[src/rtl/sha256_id_credit_ctrl.sv]
// ---------------------------------------------------------------------------
// sha256_id_credit_ctrl
// Credit controller between the SHA-256 packet ID issuer and the hash output
// path. It gates issue_en so no more than DEPTH IDs are in flight, keeps the
// issued IDs in an in-order queue, and checks every returned ID against the
// queue head. A mismatch halts issue and raises a sticky error.
//
// Optional feature: define SHA256_ID_CTRL_TIMEOUT_EN to add parameter TIMEOUT
// and a 16-bit age counter that forces ERROR when the head waits too long.
//
// Ports
//   clk, nrst          clock, asynchronous active-low reset
//   sync_rst           synchronous reset, same effect as nrst
//   start/stop/err_clr control pulses
//   issue_en           registered enable to the ID issuer
//   id_in/_valid/_ready    issued ID channel (push into queue)
//   ret_id/_valid/_ready   returned ID channel (pop from queue)
//   expected_id        head of the queue (0 when empty)
//   outstanding        queue occupancy
//   retire_ok/_err     one-cycle retire result pulses
//   busy, err          state is RUN/DRAIN, state is ERROR
// ---------------------------------------------------------------------------
module sha256_id_credit_ctrl #(
  parameter int unsigned DEPTH = 4,
  parameter int unsigned ID_W  = 6
`ifdef SHA256_ID_CTRL_TIMEOUT_EN
  ,
  parameter int unsigned TIMEOUT = 1024
`endif
) (
  input  logic                    clk,
  input  logic                    nrst,
  input  logic                    sync_rst,
  input  logic                    start,
  input  logic                    stop,
  input  logic                    err_clr,
  output logic                    issue_en,
  input  logic [ID_W-1:0]         id_in,
  input  logic                    id_in_valid,
  output logic                    id_in_ready,
  input  logic [ID_W-1:0]         ret_id,
  input  logic                    ret_valid,
  output logic                    ret_ready,
  output logic [ID_W-1:0]         expected_id,
  output logic [$clog2(DEPTH):0]  outstanding,
  output logic                    retire_ok,
  output logic                    retire_err,
  output logic                    busy,
  output logic                    err
);

  localparam int unsigned PTR_W = $clog2(DEPTH);
  localparam int unsigned CNT_W = PTR_W + 1;

  typedef enum logic [1:0] {
    S_IDLE  = 2'd0,
    S_RUN   = 2'd1,
    S_DRAIN = 2'd2,
    S_ERROR = 2'd3
  } state_t;

  state_t             state_q, state_nxt;
  logic [PTR_W-1:0]   wr_ptr_q, wr_ptr_nxt;
  logic [PTR_W-1:0]   rd_ptr_q, rd_ptr_nxt;
  logic [CNT_W-1:0]   cnt_q, cnt_nxt;
  logic [ID_W-1:0]    mem [DEPTH];

  logic               issue_nxt;
  logic               ok_nxt;
  logic               err_pulse_nxt;
  logic               busy_nxt;
  logic               err_nxt;

  logic               full_c;
  logic               empty_c;
  logic               push_c;
  logic               pop_c;
  logic               mismatch_c;
  logic               timeout_c;

  // Queue status and handshakes; both channels are closed in ERROR.
  assign full_c      = (cnt_q == CNT_W'(DEPTH));
  assign empty_c     = (cnt_q == '0);
  assign id_in_ready = !full_c && (state_q != S_ERROR);
  assign ret_ready   = !empty_c && (state_q != S_ERROR);
  assign push_c      = id_in_valid && id_in_ready;
  assign pop_c       = ret_valid && ret_ready;
  assign expected_id = empty_c ? '0 : mem[rd_ptr_q];
  assign mismatch_c  = pop_c && (ret_id != expected_id);
  assign outstanding = cnt_q;

`ifdef SHA256_ID_CTRL_TIMEOUT_EN
  // Age of the current head: cleared by a pop or an empty queue, frozen at 0 in ERROR.
  logic [15:0] age_q;

  always_ff @(posedge clk or negedge nrst) begin
    if (!nrst) begin
      age_q <= '0;
    end else if (sync_rst || pop_c || empty_c || (state_q == S_ERROR)) begin
      age_q <= '0;
    end else begin
      age_q <= age_q + 16'(1);
    end
  end

  // Fires on the cycle whose edge would bring the age to TIMEOUT.
  assign timeout_c = !empty_c && !pop_c && (state_q != S_ERROR) &&
                     (age_q == 16'(TIMEOUT - 1));
`else
  assign timeout_c = 1'b0;
`endif

  // Queue storage; entries beyond the pointers are don't-care, so no reset.
  always_ff @(posedge clk) begin
    if (push_c) begin
      mem[wr_ptr_q] <= id_in;
    end
  end

  // State and output registers.
  always_ff @(posedge clk or negedge nrst) begin
    if (!nrst) begin
      state_q    <= S_IDLE;
      wr_ptr_q   <= '0;
      rd_ptr_q   <= '0;
      cnt_q      <= '0;
      issue_en   <= 1'b0;
      retire_ok  <= 1'b0;
      retire_err <= 1'b0;
      busy       <= 1'b0;
      err        <= 1'b0;
    end else begin
      state_q    <= state_nxt;
      wr_ptr_q   <= wr_ptr_nxt;
      rd_ptr_q   <= rd_ptr_nxt;
      cnt_q      <= cnt_nxt;
      issue_en   <= issue_nxt;
      retire_ok  <= ok_nxt;
      retire_err <= err_pulse_nxt;
      busy       <= busy_nxt;
      err        <= err_nxt;
    end
  end

  // Next-state, queue pointer and output decode.
  always_comb begin
    state_nxt     = state_q;
    wr_ptr_nxt    = wr_ptr_q;
    rd_ptr_nxt    = rd_ptr_q;
    cnt_nxt       = cnt_q;
    ok_nxt        = 1'b0;
    err_pulse_nxt = 1'b0;
    issue_nxt     = 1'b0;
    busy_nxt      = 1'b0;
    err_nxt       = 1'b0;

    if (push_c) begin
      wr_ptr_nxt = wr_ptr_q + PTR_W'(1);
    end
    if (pop_c) begin
      rd_ptr_nxt = rd_ptr_q + PTR_W'(1);
    end
    if (push_c && !pop_c) begin
      cnt_nxt = cnt_q + CNT_W'(1);
    end else if (!push_c && pop_c) begin
      cnt_nxt = cnt_q - CNT_W'(1);
    end

    ok_nxt        = pop_c && !mismatch_c;
    err_pulse_nxt = mismatch_c || timeout_c;

    case (state_q)
      S_IDLE: begin
        if (start) begin
          state_nxt = S_RUN;
        end
      end
      S_RUN: begin
        if (stop) begin
          state_nxt = S_DRAIN;
        end
      end
      S_DRAIN: begin
        if ((cnt_nxt == '0) && !push_c) begin
          state_nxt = S_IDLE;
        end
      end
      S_ERROR: begin
        if (err_clr) begin
          state_nxt  = S_IDLE;
          wr_ptr_nxt = '0;
          rd_ptr_nxt = '0;
          cnt_nxt    = '0;
        end
      end
      default: begin
        state_nxt = S_IDLE;
      end
    endcase

    // A bad return (or an aged-out head) wins over any control pulse.
    if ((state_q != S_ERROR) && (mismatch_c || timeout_c)) begin
      state_nxt = S_ERROR;
    end

    // Local reset discards the queue without any retire pulses.
    if (sync_rst) begin
      state_nxt     = S_IDLE;
      wr_ptr_nxt    = '0;
      rd_ptr_nxt    = '0;
      cnt_nxt       = '0;
      ok_nxt        = 1'b0;
      err_pulse_nxt = 1'b0;
    end

    // One free slot is kept back to cover the issuer's one-cycle latency.
    issue_nxt = (state_nxt == S_RUN) && (cnt_nxt <= CNT_W'(DEPTH - 2));
    busy_nxt  = (state_nxt == S_RUN) || (state_nxt == S_DRAIN);
    err_nxt   = (state_nxt == S_ERROR);
  end

endmodule
[config.mk]
export PLATFORM = sky130hd
export DESIGN_NAME = sha256_id_credit_ctrl
export DESIGN_NICKNAME = d
export VERILOG_FILES = /design/src/rtl/sha256_id_credit_ctrl.sv
export SDC_FILE = /design/constraint.sdc
export NUM_CORES = 1
export LEC_CHECK = 0
export BUFFER_PORTS_ARGS = -buffer_cell sky130_fd_sc_hd__buf_2
export CAP_MARGIN = 10
export CORE_MARGIN = 2
export CORE_UTILIZATION = 59
export CTS_CLUSTER_DIAMETER = 50
export DETAILED_ROUTE_END_ITERATION = 16
export GPL_TIMING_DRIVEN = 1
export PLACE_DENSITY = 0.93
export SLEW_MARGIN = 40
export SYNTH_ARGS = -nofsm -noshare
export SYNTH_HDL_FRONTEND = slang
export SYNTH_SLANG_ARGS = --single-unit
export TNS_END_PERCENT = 5
[constraint.sdc]
create_clock -name clk -period 3.6 [get_ports clk]
set_input_delay 0.36 -clock clk [delete_from_list [all_inputs] [get_ports clk]]
set_output_delay 0.36 -clock clk [all_outputs]
set_load 0.05 [all_outputs]
==> impl_results.html, run 1 <==
<table>
<tr><th>Metric</th><th>Value</th></tr>
<tr><th colspan="2">Status</th></tr>
<tr><td>Outcome</td><td>finished, final reports clean</td></tr>
<tr><th colspan="2">Timing</th></tr>
<tr><td>Setup slack of the critical path after layout</td><td>0.933 ns</td></tr>
<tr><td>Worst-case clock skew</td><td>0.0134 ns</td></tr>
<tr><td>Setup repair after global routing missed its margin</td><td>no</td></tr>
<tr><td>Min Clock Period, post-route</td><td>2.67 ns</td></tr>
<tr><td>Hold Vio Cnt, Final</td><td>0</td></tr>
<tr><td>Slew at the pin closest to its max-slew limit</td><td>0.490 ns</td></tr>
<tr><td>Achievable Freq</td><td>375 MHz</td></tr>
<tr><td>Final setup violation count</td><td>0</td></tr>
<tr><td>Worst slew margin</td><td>0.673</td></tr>
<tr><td>Final-report max-slew violation count</td><td>0</td></tr>
<tr><td>Part of the cycle the worst path needs</td><td>0.741</td></tr>
<tr><td>Setup TNS</td><td>0 ns</td></tr>
<tr><th colspan="2">Routing</th></tr>
<tr><td>Total met3 wirelength after detailed routing</td><td>221 um</td></tr>
<tr><td>Total routed wire length on the met1 layer</td><td>1.48 mm</td></tr>
<tr><td>Number of detailed-routing iterations run before antenna repair</td><td>4</td></tr>
<tr><td>Total via count after detailed routing</td><td>1327</td></tr>
<tr><td>DR iter-0 viols</td><td>52</td></tr>
<tr><td>DR top layer</td><td>met4</td></tr>
<tr><td>Final wirelength</td><td>3.81 mm</td></tr>
<tr><td>Detailed route wirelength on metal2</td><td>approximately 2.1 mm</td></tr>
<tr><td>Final antenna-violating net count</td><td>0</td></tr>
<tr><td>Number of design rule violations left after detail routing</td><td>0</td></tr>
<tr><td>Via-to-Cell Ratio</td><td>5.65</td></tr>
<tr><td>Post-detailed-route wirelength per cell</td><td>16.2 um</td></tr>
<tr><th colspan="2">Final layout</th></tr>
<tr><td>Final non-filler cell area</td><td>0.00218 mm2</td></tr>
<tr><td>Layout cells sized above 1</td><td>0.304</td></tr>
<tr><td>Commonest non-fill, non-tap cells in the layout</td><td>35 x buf_2, 24 x edfxtp_1, 16 x nor2_1, 14 x dfrtp_1</td></tr>
<tr><td>Commonest non-fill, non-tap cell in the layout</td><td>buf_2</td></tr>
<tr><td>Final core utilization</td><td>0.709</td></tr>
<tr><td>Number of antenna cells inserted</td><td>0</td></tr>
<tr><td>Layout net count</td><td>around 220</td></tr>
<tr><td>Syn-to-layout area delta</td><td>13.3%</td></tr>
<tr><td>Filler-free cell count of the finished design</td><td>~240</td></tr>
<tr><th colspan="2">Worst setup path</th></tr>
<tr><td>Count of buffer and inverter cells on the critical path</td><td>0</td></tr>
<tr><td>Arrival time at the worst endpoint</td><td>2.92 ns</td></tr>
<tr><td>Kind of critical path</td><td>reg2reg</td></tr>
<tr><td>CP cell instances</td><td>mux4_2 -&gt; o21ai_0 -&gt; a22oi_1 -&gt; o21ai_1 -&gt; a31oi_2 -&gt; o21ba_1 -&gt; ha_1 -&gt; o31ai_1 -&gt; nor2_1</td></tr>
<tr><td>Slowest cell delay on critical path</td><td>about 0.65 ns</td></tr>
<tr><td>Maximum fanout encountered on the critical timing path</td><td>8</td></tr>
<tr><td>Kind of launch point of the worst setup path</td><td>register</td></tr>
<tr><td>Critical Path End Type</td><td>register</td></tr>
<tr><td>Library cell contributing the largest single delay on the critical path</td><td>dfrtp_1</td></tr>
<tr><td>Data required time of the critical path</td><td>3.85 ns</td></tr>
<tr><td>Largest delay contributor family on the critical path</td><td>compound AO/OA/AOI/OAI gates</td></tr>
<tr><th colspan="2">Place</th></tr>
<tr><td>Post-Place Cells</td><td>226</td></tr>
<tr><td>Placement Cell Area</td><td>about 0.0021 mm2</td></tr>
<tr><td>Setup slack at placement</td><td>0.984 ns</td></tr>
<tr><td>RD Place Congestion</td><td>just under 0.9</td></tr>
<tr><td>Number of input and output port buffers inserted</td><td>35</td></tr>
<tr><td>HPWL after DPL</td><td>2.84 mm</td></tr>
<tr><th colspan="2">Synth</th></tr>
<tr><td>Per-instance average area after synthesis</td><td>about 13 um2</td></tr>
<tr><td>Portion of the post-synthesis area used by sequential elements</td><td>0.556</td></tr>
<tr><td>Number of synthesis warnings</td><td>0</td></tr>
<tr><td>Synthesized Nets</td><td>181</td></tr>
<tr><td>Count of flip-flops with a built-in enable after synthesis</td><td>24</td></tr>
<tr><td>Synthesized flop and latch total</td><td>38</td></tr>
<tr><td>Post-Syn Area</td><td>0.00193 mm2</td></tr>
<tr><td>Distinct cells, synth</td><td>37</td></tr>
<tr><td>Ys async rst share</td><td>0.368</td></tr>
<tr><td>Cell count after synthesis</td><td>between 150 and 200</td></tr>
<tr><td>Prevailing post-synth register cell</td><td>edfxtp_1</td></tr>
<tr><th colspan="2">Global routing</th></tr>
<tr><td>Wire length of the first global-routing pass</td><td>6.11 mm</td></tr>
<tr><td>Maximum number of pins on one net before global-route repair</td><td>15</td></tr>
<tr><td>Via count of the first global-routing pass</td><td>1353</td></tr>
<tr><td>Overall track demand over capacity in global routing</td><td>0.237</td></tr>
<tr><td>Remaining global-route overflow</td><td>0</td></tr>
<tr><td>Antenna violations before repair</td><td>0</td></tr>
<tr><th colspan="2">Clock network</th></tr>
<tr><td>Clock insertion delay at the later pin of the skew report</td><td>0.36 ns</td></tr>
<tr><td>Maximum count of clock buffers along a single path</td><td>2</td></tr>
<tr><td>Clock tree sinks</td><td>38</td></tr>
<tr><td>Clock tree from TritonCTS</td><td>yes</td></tr>
<tr><td>CTS clk-pin slew, worst paths</td><td>0.12 ns</td></tr>
<tr><td>Clk Tree Root Cell</td><td>clkbuf_4</td></tr>
<tr><td># H-tree levels</td><td>2</td></tr>
<tr><td>Number of setup buffers added after CTS</td><td>0</td></tr>
<tr><td>Total CTS buffers</td><td>5</td></tr>
<tr><th colspan="2">Die</th></tr>
<tr><td>Floorplan die height</td><td>61.1 um</td></tr>
<tr><td>Initial standard-cell utilization of the core</td><td>0.626</td></tr>
<tr><td>Die extent in x</td><td>61.1 um</td></tr>
<tr><td>Die ar.</td><td>approximately 0.0037 mm2</td></tr>
<tr><td>I/O pin count</td><td>36</td></tr>
<tr><td>Std-Cell Rows</td><td>20</td></tr>
<tr><td>Total core area</td><td>0.00308 mm2</td></tr>
<tr><th colspan="2">Min path</th></tr>
<tr><td>HP Class</td><td>in2reg</td></tr>
<tr><th colspan="2">Power</th></tr>
<tr><td>Leakage power total</td><td>0.000932 uW</td></tr>
<tr><td>Maximum VDD drop</td><td>0.558 mV</td></tr>
<tr><td>Power density over cell area</td><td>between 800 and 900 mW/mm2</td></tr>
<tr><th colspan="2">Flow run</th></tr>
<tr><td>Count of max-cap constraint violations</td><td>0</td></tr>
</table>
[stage by stage]
stage / hold WS, ns / power, uW
floorplan: 0.0644 / 1390
detailed placement: 0.275 / 1590
global placement: 0.267 / 1540
CTS: 0.205 / 1810
finish: 0.207 / 1800
global route: 0.203 / 1910
[registers in the layout (all words and copies together) (netlist names)]
| signal | count |
|---|---|
| busy | 1 |
| state_q | 2 |
| retire_ok | 1 |
| wr_ptr_q | 2 |
| outstanding | 3 |
| err | 1 |
| rd_ptr_q | 2 |
| mem | 24 |
| issue_en | 1 |
| retire_err | 1 |
[logic make-up (layout without fill, tap and decap cells)]
kind of cell / count (synthesis) / in the layout / share of synthesized area
fa+ha+maj: 9 / 9 / 0.0584
mux: 6 / 6 / 0.0701
flops: 38 / 38 / 0.556
xor+xnor: 8 / 8 / 0.0364
compound gates: 28 / 28 / 0.108
simple gates: 49 / 49 / 0.134
buf+inv: 14 / 53 / 0.0370
[metal layers]
layer / vias up / track usage
li1: 627 / -
met1: 647 / 0.276
met2: 48 / 0.406
met3: 5 / 0.0504
met4: 0 / 0.130
met5: - / 0
[Yosys cell counts (4+ instances only)]
library cell | n | area share
edfxtp_1 | 24 | 0.37
nor2_1 | 16 | 0.031
dfrtp_1 | 14 | 0.18
ha_1 | 9 | 0.058
inv_1 | 9 | 0.018
mux4_2 | 6 | 0.070
nand3_1 | 6 | 0.016
xnor2_1 | 6 | 0.027
and3_1 | 5 | 0.016
a21oi_1 | 4 | 0.010
nand2_1 | 4 | 0.0078
nor3_1 | 4 | 0.010
o21ai_1 | 4 | 0.010
[worst register-to-register path, stage by stage, from the launching register on]
cell and delay [ns]:
dfrtp_1 0.65, mux4_2 0.60, o21ai_0 0.24, a22oi_1 0.14, o21ai_1 0.21, a31oi_2 0.14, o21ba_1 0.24, ha_1 0.22
o31ai_1 0.07, nor2_1 0.06
[repair_timing]
action	CTS	global route
gates resized for setup	0	0
hold buffers	1	0
hold endpoints to repair	14	0
[power breakdown]
group / leakage (uW) / switching [uW] / internal, uW / total (uW)
clock: 0.0000286 / 144 / 72.5 / 217
combinational: 0.000497 / 641 / 316 / 957
sequential: 0.000407 / 72.9 / 558 / 631
total: 0.000932 / 858 / 946 / 1800
[area by class of cell]
class / instances / area (um2)
Timing Repair Buffer: 36 / 185
Tap cell: 44 / 55.1
Clock buffer: 5 / 37.5
Multi-Input combinational cell: 100 / 785
Clock inverter: 3 / 16.3
Inverter: 9 / 33.8
Sequential cell: 38 / 1070
Fill cell: 217 / 895
[worst paths after layout]
path                        startpoint          end  slack, ns  cells past startpoint
setup / recovery           rd_ptr_q[0]     issue_en       0.93                      9
hold / removal                id_in[1]    mem[3][1]       0.21                      1
setup reg to reg           rd_ptr_q[0]     issue_en       0.93                      9
hold reg to reg            wr_ptr_q[0]  wr_ptr_q[0]       0.64                      2
max in group asynchronous         nrst  wr_ptr_q[1]       2.93                      2
min in group asynchronous         nrst  rd_ptr_q[1]       0.43                      2
No activity file was read; power rests on OpenSTA's default activity.
==> run 2, diff against run 1 <==
Settings changed: CORE_UTILIZATION 59 to 55, PLACE_DENSITY 0.93 to 0.88.
Clock period 3.6 ns to 2.6 ns, I/O delays scaled along.
==> impl_results.html, run 2 (synthesis gave the netlist of run 1 again) <==
<table>
<tr><th>Metric</th><th>Value</th></tr>
<tr><th colspan="2">Worst setup path</th></tr>
<tr><td>Maximum fanout encountered on the critical timing path</td><td>7 (-1)</td></tr>
<tr><td>Arrival time at the worst endpoint</td><td>2.64 ns (-0.28 ns)</td></tr>
<tr><td>Start of the worst register-to-register path</td><td>rd_ptr_q[0]</td></tr>
<tr><td>Start point of the critical path</td><td>rd_ptr_q[0]</td></tr>
<tr><td>Kind of critical path</td><td>reg2reg</td></tr>
<tr><td>Critical Path End Type</td><td>register</td></tr>
<tr><td>Data required time of the critical path</td><td>2.84 ns (-1.01 ns)</td></tr>
<tr><td>Kind of launch point of the worst setup path</td><td>register</td></tr>
<tr><th colspan="2">Clock network</th></tr>
<tr><td>Clock tree sinks</td><td>38 (unchanged)</td></tr>
<tr><td>Clock insertion delay at the later pin of the skew report</td><td>0.35 ns (about the same)</td></tr>
<tr><td>Maximum count of clock buffers along a single path</td><td>2 (unchanged)</td></tr>
<tr><td>Total CTS buffers</td><td>5 (unchanged)</td></tr>
<tr><td># H-tree levels</td><td>2 (unchanged)</td></tr>
<tr><td>Clk Tree Root Cell</td><td>clkbuf_4</td></tr>
<tr><td>Clock tree from TritonCTS</td><td>yes</td></tr>
<tr><td>CTS clk-pin slew, worst paths</td><td>0.11 ns (about the same)</td></tr>
<tr><th colspan="2">Global routing</th></tr>
<tr><td>Overall track demand over capacity in global routing</td><td>0.206 (-0.0310)</td></tr>
<tr><td>Antenna violations before repair</td><td>0 (unchanged)</td></tr>
<tr><td>Wire length of the first global-routing pass</td><td>6.18 mm (+1.1%)</td></tr>
<tr><td>Via count of the first global-routing pass</td><td>1341 (-0.89%)</td></tr>
<tr><td>Remaining global-route overflow</td><td>0 (unchanged)</td></tr>
<tr><td>Maximum number of pins on one net before global-route repair</td><td>15 (unchanged)</td></tr>
<tr><th colspan="2">Min path</th></tr>
<tr><td>HP Class</td><td>in2reg</td></tr>
<tr><td>Source of the worst hold timing path</td><td>id_in[0]</td></tr>
<tr><th colspan="2">Timing</th></tr>
<tr><td>Worst-case clock skew</td><td>0.00933 ns (-0.00408 ns)</td></tr>
<tr><td>Min Clock Period, post-route</td><td>2.41 ns (-0.259 ns)</td></tr>
<tr><td>Final-report max-slew violation count</td><td>0 (unchanged)</td></tr>
<tr><td>Part of the cycle the worst path needs</td><td>0.926 (+0.185)</td></tr>
<tr><td>Slew at the pin closest to its max-slew limit</td><td>0.374 ns (-0.116 ns)</td></tr>
<tr><td>Achievable Freq</td><td>415 MHz (+11%)</td></tr>
<tr><td>Worst slew margin</td><td>0.751 (+0.0774)</td></tr>
<tr><td>Hold Vio Cnt, Final</td><td>0 (unchanged)</td></tr>
<tr><td>Setup TNS</td><td>0 ns (unchanged)</td></tr>
<tr><td>Setup repair after global routing missed its margin</td><td>no</td></tr>
<tr><td>Final setup violation count</td><td>0 (unchanged)</td></tr>
<tr><th colspan="2">Die</th></tr>
<tr><td>Std-Cell Rows</td><td>21 (+5.0%)</td></tr>
<tr><td>Die ar.</td><td>0.00399 mm2 (+6.8%)</td></tr>
<tr><td>Die extent in x</td><td>63.2 um (+3.3%)</td></tr>
<tr><td>I/O pin count</td><td>36 (unchanged)</td></tr>
<tr><td>Initial standard-cell utilization of the core</td><td>0.573 (-0.0531)</td></tr>
<tr><td>Floorplan die height</td><td>63.2 um (+3.3%)</td></tr>
<tr><td>Total core area</td><td>0.00336 mm2 (+9.3%)</td></tr>
<tr><th colspan="2">Place</th></tr>
<tr><td>Number of input and output port buffers inserted</td><td>35 (unchanged)</td></tr>
<tr><td>RD Place Congestion</td><td>0.792 (-9.9%)</td></tr>
<tr><td>Placement Cell Area</td><td>0.00216 mm2 (+1.8%)</td></tr>
<tr><td>HPWL after DPL</td><td>2.84 mm (+0.17%)</td></tr>
<tr><th colspan="2">Status</th></tr>
<tr><td>Outcome</td><td>finished, final reports clean</td></tr>
<tr><th colspan="2">Routing</th></tr>
<tr><td>Number of design rule violations left after detail routing</td><td>0 (unchanged)</td></tr>
<tr><td>Post-detailed-route wirelength per cell</td><td>16.0 um (-1.2%)</td></tr>
<tr><td>Total via count after detailed routing</td><td>1346 (+1.4%)</td></tr>
<tr><td>Via-to-Cell Ratio</td><td>5.61 (-0.68%)</td></tr>
<tr><td>Final antenna-violating net count</td><td>0 (unchanged)</td></tr>
<tr><td>Number of detailed-routing iterations run before antenna repair</td><td>4 (unchanged)</td></tr>
<tr><td>Final wirelength</td><td>3.84 mm (+0.95%)</td></tr>
<tr><td>DR iter-0 viols</td><td>50 (-3.8%)</td></tr>
<tr><th colspan="2">Final layout</th></tr>
<tr><td>Syn-to-layout area delta</td><td>18.1%</td></tr>
<tr><td>Number of antenna cells inserted</td><td>0 (unchanged)</td></tr>
<tr><td>Final non-filler cell area</td><td>0.00228 mm2 (+4.2%)</td></tr>
<tr><td>Commonest non-fill, non-tap cell in the layout</td><td>buf_2</td></tr>
<tr><td>FILL cells</td><td>266 (+23%)</td></tr>
<tr><td>Combined flip-flop and latch cell area</td><td>0.00107 mm2 (+0.35%)</td></tr>
<tr><td>Layout cells sized above 1</td><td>0.366 (+0.0623)</td></tr>
<tr><td>Area taken by multi-input logic gates</td><td>827 um2 (+5.4%)</td></tr>
<tr><td>Top register by number of flip-flops</td><td>mem</td></tr>
<tr><td>Max FFs per register</td><td>24 (unchanged)</td></tr>
<tr><td>Layout net count</td><td>222 (+1.4%)</td></tr>
<tr><td>Commonest non-fill, non-tap cells in the layout</td><td>35 x buf_2, 24 x edfxtp_1, 16 x nor2_1, 11 x dfrtp_1, 8 x ha_1</td></tr>
<tr><th colspan="2">Power</th></tr>
<tr><td>Power density over cell area</td><td>1170 mW/mm2 (+41%)</td></tr>
<tr><td>P_int</td><td>1450 uW (+54%)</td></tr>
<tr><td>Sw Share</td><td>0.452 (-0.0233)</td></tr>
<tr><td>Psw</td><td>1200 uW (+40%)</td></tr>
<tr><td>Combinational power share</td><td>0.521 (-0.009)</td></tr>
<tr><td>Leakage power total</td><td>0.000960 uW (+3.0%)</td></tr>
<tr><td>Maximum VDD drop</td><td>0.636 mV (+14%)</td></tr>
<tr><td>Clock Power Share</td><td>0.145 (+0.025)</td></tr>
<tr><td>Reg power frac</td><td>0.333 (-0.017)</td></tr>
<tr><th colspan="2">Flow run</th></tr>
<tr><td>Count of max-cap constraint violations</td><td>0 (unchanged)</td></tr>
</table>
==> run 2: cell count changes in the layout (fill, tap and decap cells not counted), moves of 2 or more <==
cell | before | now
dfrtp_1 | 14 | 11
dfrtp_2 | 0 | 3
buf_4 | 0 | 3
inv_2 | 0 | 2
inv_1 | 9 | 7
o21ai_2 | 1 | 3
==> run 2: worst max-delay path, stage by stage, from the launching register on <==
cell and delay [ns]:
dfrtp_2 0.49, buf_4 0.15, mux4_2 0.52, o21ai_1 0.17, a22oi_2 0.10, o21ai_2 0.20, a31oi_4 0.12, o21ba_1 0.21
ha_1 0.20, o31ai_1 0.07, nor2_1 0.06
==> run 2: layout make-up <==
class                   instances  area share
inverters                       9      0.0148
well taps                      46      0.0253
multi-input cells             100       0.363
repair buffers                 39      0.0913
flip-flops and latches         38       0.472
clock buffers                   6      0.0181
clock inverters                 2      0.0148
==> run 2: final timing paths <==
check / slack [ns] / depth (start not counted) / endpoint
worst max-delay path: 0.19 / 10 / issue_en
worst min-delay path: 0.12 / 1 / mem[1][0]
worst max register to register: 0.19 / 10 / issue_en
worst min register to register: 0.65 / 2 / wr_ptr_q[0]
max in group asynchronous: 2.00 / 2 / rd_ptr_q[0]
min in group asynchronous: 0.33 / 2 / outstanding[2]
==> run 2: metrics by stage <==
step / util / total power, uW / hold WS [ns] / std cells / setup WS, ns
after floorplan: - / 1960 / -0.0356 / 152 / 0.00647
final: 0.677 / 2650 / 0.122 / 240 / 0.192
after global routing: 0.677 / 2810 / 0.102 / 240 / 0.0148
after global placement: 0.642 / 2180 / 0.169 / 229 / 0.172
after CTS: 0.667 / 2630 / 0.121 / 238 / 0.0163
after detailed placement: 0.642 / 2240 / 0.173 / 229 / 0.0554
==> run 2: metal layers <==
layer | wire length (um) | part of all wire | global-route usage
met5 | 0 | 0 | 0
met1 | 1580 | 0.41 | 0.252
met2 | 2030 | 0.53 | 0.355
met3 | 170 | 0.044 | 0.0607
met4 | 62 | 0.016 | 0.0571
==> run 2: power by group through the flow <==
stage / registers [uW] / clock network (uW) / logic [uW]
after CTS: 886 / 390 / 1350
after detailed placement: 898 / 0 / 1340
after floorplan: 964 / 0 / 998
after global routing: 901 / 414 / 1490
final: 885 / 386 / 1380
after global placement: 884 / 0 / 1300
==> run 2: timing repair <==
item                       4_1_cts  5_1_grt
hold endpoints to repair        14        0
resized for setup                0        5
setup buffers                    0        2
hold buffers                     1        0
setup endpoints to repair        0        3
